### src/rtl/ariane_pkg.sv
// Shared types and helpers for the CVA6 HPDcache fence/flush sequencer.
package ariane_pkg;

   // Sequencer states: wait for request, drain stores, flush dcache,
   // pulse icache flush, signal completion.
   typedef enum logic [2:0] {
      FF_IDLE   = 3'd0,
      FF_DRAIN  = 3'd1,
      FF_FLUSH  = 3'd2,
      FF_ICACHE = 3'd3,
      FF_DONE   = 3'd4
   } fence_flush_state_e;

   // Bits needed to hold the values 0..max_val inclusive.
   function automatic int unsigned cnt_width(input int unsigned max_val);
      return (max_val < 1) ? 1 : $clog2(max_val + 1);
   endfunction

endpackage

### src/rtl/store_outstanding_cnt.sv
// Saturating up/down counter of dcache stores that were issued but not yet
// acknowledged. Issue and done in the same cycle cancel out.
module store_outstanding_cnt
   import ariane_pkg::*;
#(
   parameter int unsigned MaxCnt = 7
) (
   input  logic                         clk_i,
   input  logic                         rst_ni,
   input  logic                         issue_i,
   input  logic                         done_i,
   output logic [cnt_width(MaxCnt)-1:0] count_o,
   output logic                         full_o,
   output logic                         empty_o
);

   localparam int unsigned CntW = cnt_width(MaxCnt);
   localparam logic [CntW-1:0] MaxVal = CntW'(MaxCnt);

   logic [CntW-1:0] count_d, count_q;
   logic            full, empty;

   assign full    = (count_q == MaxVal);
   assign empty   = (count_q == '0);
   assign count_o = count_q;
   assign full_o  = full;
   assign empty_o = empty;

   // Next count: step up or down, never past either end.
   always_comb begin
      // NOTE: default assignment first so every path drives count_d and no latch is inferred.
      count_d = count_q;
      if (issue_i && !done_i && !full) begin
         count_d = count_q + CntW'(1);
      end else if (done_i && !issue_i && !empty) begin
         count_d = count_q - CntW'(1);
      end
   end

   // Count register.
   always_ff @(posedge clk_i or negedge rst_ni) begin
      if (!rst_ni) begin
         count_q <= '0;
      end else begin
         // NOTE: non-blocking so every flop samples pre-edge values regardless of block order.
         count_q <= count_d;
      end
   end

   // An issue into a full counter or a completion with nothing in flight is
   // an LSU protocol error; the counter saturates instead of wrapping.
   a_no_issue_when_full : assert property (
      @(posedge clk_i) disable iff (!rst_ni) !(issue_i && !done_i && full));
   a_no_done_when_empty : assert property (
      @(posedge clk_i) disable iff (!rst_ni) !(done_i && !issue_i && empty));

endmodule

### src/rtl/cva6_hpdcache_fence_flush.sv
// Fence sequencer between the CVA6 commit stage and the HPDcache flush port.
// Drains the store buffer and in-flight stores, then requests a dcache
// write-back flush and, for fence.i, an icache flush.
// Optional watchdog on the FLUSH state: define CVA6_FENCE_FLUSH_TIMEOUT_EN.
module cva6_hpdcache_fence_flush
   import ariane_pkg::*;
#(
   parameter int unsigned MaxOutstandingStores = 7,
   parameter logic        FlushOnFence         = 1'b1,
   parameter int unsigned TimeoutCycles        = 4096
) (
   input  logic                                       clk_i,
   input  logic                                       rst_ni,
   input  logic                                       fence_req_i,
   input  logic                                       fence_i_req_i,
   output logic                                       fence_ack_o,
   output logic                                       busy_o,
   input  logic                                       stbuf_empty_i,
   input  logic                                       store_issue_i,
   input  logic                                       store_done_i,
   output logic [cnt_width(MaxOutstandingStores)-1:0] stores_pending_o,
   output logic                                       stall_store_o,
   output logic                                       dcache_flush_o,
   input  logic                                       dcache_flush_ack_i,
   output logic                                       icache_flush_o,
   output logic                                       flush_timeout_o
);

   fence_flush_state_e state_d, state_q;
   logic               is_fence_i_d, is_fence_i_q;
   logic               cnt_empty;

   store_outstanding_cnt #(
      .MaxCnt (MaxOutstandingStores)
   ) i_store_cnt (
      .clk_i   (clk_i),
      .rst_ni  (rst_ni),
      .issue_i (store_issue_i),
      .done_i  (store_done_i),
      .count_o (stores_pending_o),
      .full_o  (stall_store_o),
      .empty_o (cnt_empty)
   );

   // Next-state logic; requests are only accepted in IDLE, and fence.i wins
   // when both request lines are high together.
   always_comb begin
      state_d      = state_q;
      is_fence_i_d = is_fence_i_q;
      unique case (state_q)
         FF_IDLE: begin
            if (fence_req_i || fence_i_req_i) begin
               state_d      = FF_DRAIN;
               is_fence_i_d = fence_i_req_i;
            end
         end
         FF_DRAIN: begin
            if (stbuf_empty_i && cnt_empty) begin
               state_d = (is_fence_i_q || FlushOnFence) ? FF_FLUSH : FF_DONE;
            end
         end
         FF_FLUSH: begin
            if (dcache_flush_ack_i) begin
               state_d = is_fence_i_q ? FF_ICACHE : FF_DONE;
            end
         end
         FF_ICACHE: state_d = FF_DONE;
         FF_DONE:   state_d = FF_IDLE;
         default:   state_d = FF_IDLE;
      endcase
   end

   // State and request-type registers.
   always_ff @(posedge clk_i or negedge rst_ni) begin
      if (!rst_ni) begin
         state_q      <= FF_IDLE;
         is_fence_i_q <= 1'b0;
      end else begin
         state_q      <= state_d;
         is_fence_i_q <= is_fence_i_d;
      end
   end

   // Moore outputs decoded from the registered state only.
   assign busy_o         = (state_q != FF_IDLE);
   assign dcache_flush_o = (state_q == FF_FLUSH);
   assign icache_flush_o = (state_q == FF_ICACHE);
   assign fence_ack_o    = (state_q == FF_DONE);

`ifdef CVA6_FENCE_FLUSH_TIMEOUT_EN
   // TimeoutCycles is expected to be at least 1.
   localparam int unsigned TmoW = (TimeoutCycles < 2) ? 1 : $clog2(TimeoutCycles);
   localparam logic [TmoW-1:0] TmoLast = TmoW'(TimeoutCycles - 1);

   logic [TmoW-1:0] tmo_cnt_d, tmo_cnt_q;
   logic            flush_timeout_d, flush_timeout_q;

   // Watchdog: count FLUSH cycles, raise a sticky flag after TimeoutCycles of them.
   always_comb begin
      tmo_cnt_d       = '0;
      flush_timeout_d = flush_timeout_q;
      if (state_q == FF_FLUSH) begin
         if (tmo_cnt_q == TmoLast) begin
            tmo_cnt_d       = tmo_cnt_q;
            flush_timeout_d = 1'b1;
         end else begin
            tmo_cnt_d = tmo_cnt_q + TmoW'(1);
         end
      end
   end

   // Watchdog registers; the flag clears only on reset.
   always_ff @(posedge clk_i or negedge rst_ni) begin
      if (!rst_ni) begin
         tmo_cnt_q       <= '0;
         flush_timeout_q <= 1'b0;
      end else begin
         tmo_cnt_q       <= tmo_cnt_d;
         flush_timeout_q <= flush_timeout_d;
      end
   end

   assign flush_timeout_o = flush_timeout_q;
`else
   assign flush_timeout_o = 1'b0;
`endif

endmodule

### config.mk
export PLATFORM = sky130hd
export DESIGN_NAME = cva6_hpdcache_fence_flush
export DESIGN_NICKNAME = d
export VERILOG_FILES = /design/src/rtl/ariane_pkg.sv /design/src/rtl/store_outstanding_cnt.sv /design/src/rtl/cva6_hpdcache_fence_flush.sv
export SDC_FILE = /design/constraint.sdc
export NUM_CORES = 1
export LEC_CHECK = 0
export BUFFER_PORTS_ARGS = -buffer_cell sky130_fd_sc_hd__buf_2
export CAP_MARGIN = 25
export CORE_ASPECT_RATIO = 0.8
export CORE_MARGIN = 2
export CORE_UTILIZATION = 25
export CTS_CLUSTER_DIAMETER = 60
export DETAILED_ROUTE_END_ITERATION = 7
export PLACE_DENSITY = 0.47
export SLEW_MARGIN = 20
export SYNTH_ARGS = -nofsm -noshare
export SYNTH_HDL_FRONTEND = slang
export SYNTH_SLANG_ARGS = --single-unit
### constraint.sdc
create_clock -name clk_i -period 4.4 [get_ports clk_i]
set_input_delay 0.44 -clock clk_i [delete_from_list [all_inputs] [get_ports clk_i]]
set_output_delay 0.44 -clock clk_i [all_outputs]
set_load 0.1 [all_outputs]
==> results by group <==
Detailed routing
  – WL per Instance: about 13 µm
  – DR vias: 471
  – Drc violations: 0
  – Antenna viol nets, final: 0
  – Drt first pass iters: 4
  – DRT Wirelength: 1250 µm
  – DRT iter0 DRCs: 8
  – Vias/cell: 4.86

Layout
  – Share of post-route cells with drive strength above 1: between 30% and 40%
  – Finished Cell Area: between 600 and 700 µm²
  – Final core utilization: between 30% and 40%
  – Antenna diodes: 0
  – Fin nets: 83
  – Area Overhead vs Synth: 19.1%
  – Fillers: approximately 210
  – Fin cells: 97

Critical path
  – Worst Path Required: between 4000 and 5000 ps
  – Crit path largest cell delay: around 520 ps
  – Critical path buffer and inverter count: 0
  – Worst Path Arrival: ~2200 ps
  – CP delay by family, top: flip-flops
  – CP Class: reg -> reg
  – Crit start category: register
  – Cell Chain, Critical Path: and3_2, or2_1, fa_1, o21ai_0, a2bb2oi_1, o211ai_1
  – Nature of the critical path endpoint: register
  – CP Max Fanout: 12
  – Critical Path Slowest Stage Cell: dfrtp_1

STA
  – Setup violators final: 0
  – Setup_tns: 0 ps
  – Worst setup margin: 2300 ps
  – RSZ-0062 raised after global routing: false
  – Final hold viol count: 0
  – Hold_ws: around 11 ps
  – Fin. max-slew vios: 0
  – Final period utilization: 47.8%
  – Clk_skew: about 3.8 ps
  – Period minus WS final: between 2000 and 2500 ps
  – Max Clock Freq: 0.475 GHz

Floorplanning
  – Die H: roughly 45 µm
  – Starting Density: between 20% and 30%
  – Horiz. Die Dim: 55.6 µm
  – Cell Rows: 14
  – IO Pins: 17
  – Die area: 0.00251 mm²
  – Core area: 0.00194 mm²

Synthesis
  – Most frequent cell after synthesis: dfrtp_1
  – Post-synthesis register bit count: 7
  – Synth top area share: 32.9%
  – Ys Warns: 0
  – Largest area contributor in the netlist: dfrtp_1
  – Count of cell types in the netlist: 33
  – Syn Inst Count: 57
  – Post-synth EDFFs: 0
  – Syn_nets: 66
  – Synth cell count leaders: dfrtp_1, nor2_1, a21oi_1, inv_1, nand2b_1
  – Syn avg cell area: approximately 9.3 µm²
  – Post-synth ARST share: between 90% and 100%
  – Post-synthesis sequential area ratio: 32.9%
  – Top FF cell, synth: dfrtp_1
  – Dominant cells by area after synthesis: dfrtp_1, nor4b_4, buf_6
  – Cell Area, Synth: 532 µm²

Power
  – Switching share of power: 59.9%
  – Total net switching power: around 0.31 mW
  – Power density over cell area: between 800 and 900 mW/mm²
  – Overall Power: 0.524 mW
  – Pint: approximately 0.21 mW
  – VDD IR max: between 0.0003 and 0.0004 V
  – Comb pwr share: between 60% and 70%
  – Leak: between 0.3 and 0.4 nW
  – Sequential share of power: 27.8%
  – Power share of the clock group: between 10% and 20%

GRT
  – Vias in the first global route: about 430
  – Initial antenna violation count: 0
  – GRT Total Usage: between 10 and 15%
  – Global-route wire length before repair: between 2000 and 2500 µm
  – Largest net degree at the start of global routing: 13
  – GRT overflow: 0

Clocking
  – Clk sinks: 7
  – Reg clk slew, reported paths: around 60 ps
  – Root Buffer: clkbuf_4
  – CTS H-tree lvls: 1
  – Cts hold-fix bufs: 0
  – Clk buf depth: 2
  – TritonCTS Buffers: 3
  – Post-CTS sizing: 0
  – Clk Latency, worst-skew pair: ~250 ps
  – CTS tree: built
  – Setup Fix Bufs, Post-CTS: 0

Hold path
  – Hold Path Class: in -> async

Job
  – Max-cap violations: 0

Run status
  – Outcome: complete, no violations

Placed design
  – Port bufs: 15
  – Cell Area, Placed: a little over 600 µm²
  – HPWL Detailed: roughly 920 µm
  – Pre-CTS setup slack: roughly 2300 ps
  – Routability cong.: around 0.76
  – Inst Count DP: 93
==> worst register-to-register path: stages (launching register included) <==
cell       delay, ps
dfrtp_1          520
and3_2           290
or2_1            230
fa_1             460
o21ai_0          210
a2bb2oi_1        170
o211ai_1         100
==> worst paths after layout <==
check,from,endpoint,slack [ps],depth (start not counted)
setup / recovery,i_store_cnt.count_o[2]$_DFFE_PN0P_,i_store_cnt.count_o[2]$_DFFE_PN0P_,2300,6
hold / removal,rst_ni,state_q[0]$_DFFE_PN0P_,10,1
max in group asynchronous,rst_ni,state_q[1]$_DFFE_PN0P_,4230,1
setup reg to reg,i_store_cnt.count_o[2]$_DFFE_PN0P_,i_store_cnt.count_o[2]$_DFFE_PN0P_,2300,6
min in group clk_i,fence_i_req_i,is_fence_i_q$_DFFE_PN0P_,440,2
hold reg to reg,state_q[2]$_DFFE_PN0P_,state_q[0]$_DFFE_PN0P_,490,1
==> cells in the final DEF (no fill, tap or decap), types with 3 or more instances in the layout <==
cell type,count
buf_2,15
inv_1,3
nand2b_1,3
nor2_1,6
clkbuf_4,3
a21oi_1,4
dfrtp_1,7
==> power by group through the flow <==
stage	clock network (mW)	logic, mW	registers (mW)
floorplan	0	0.200	0.218
global placement	0	0.318	0.144
CTS	0.0629	0.319	0.144
finish	0.0597	0.319	0.146
global route	0.0688	0.341	0.153
detailed placement	0	0.319	0.145
==> layout make-up <==
cell class	count	area, µm²	area share (%)
sequential	7	175	27.7
tap	24	30.0	4.74
timing repair buffer	15	75.1	11.9
inverter	3	11.3	1.78
multi-input combinational	44	315	49.8
clock buffer	4	26.3	4.15
==> flip-flops by register name, indices dropped and copies added, names as in the netlist <==
signal               cells
state_q                  3
is_fence_i_q             1
i_store_cnt.count_o      3
==> cell families (layout without fill, tap and decap cells) <==
family                     after synthesis  after routing  share of synthesized area [%]
and+or+nand+nor                         26             26                           32.7
AOI/OAI and AO/OA                       15             15                           20.2
DFF                                      7              7                           32.9
buffers and inverters                    6             22                           7.76
adders and majority gates                1              1                           3.76
other                                    1              1                          0.705
muxes                                    1              1                           1.88
==> metal layers <==
metal  wire (µm)  part of all wire [%]  up-vias  global-route usage (%)
li1            -                     -      235                       -
met1         633                    51      231                    15.0
met2         595                    48        5                    16.9
met3          18                   1.4        0                    2.58
met4           0                     0        0                    5.85
met5           0                     0        -                       0
(Power assumes the default switching activity.)
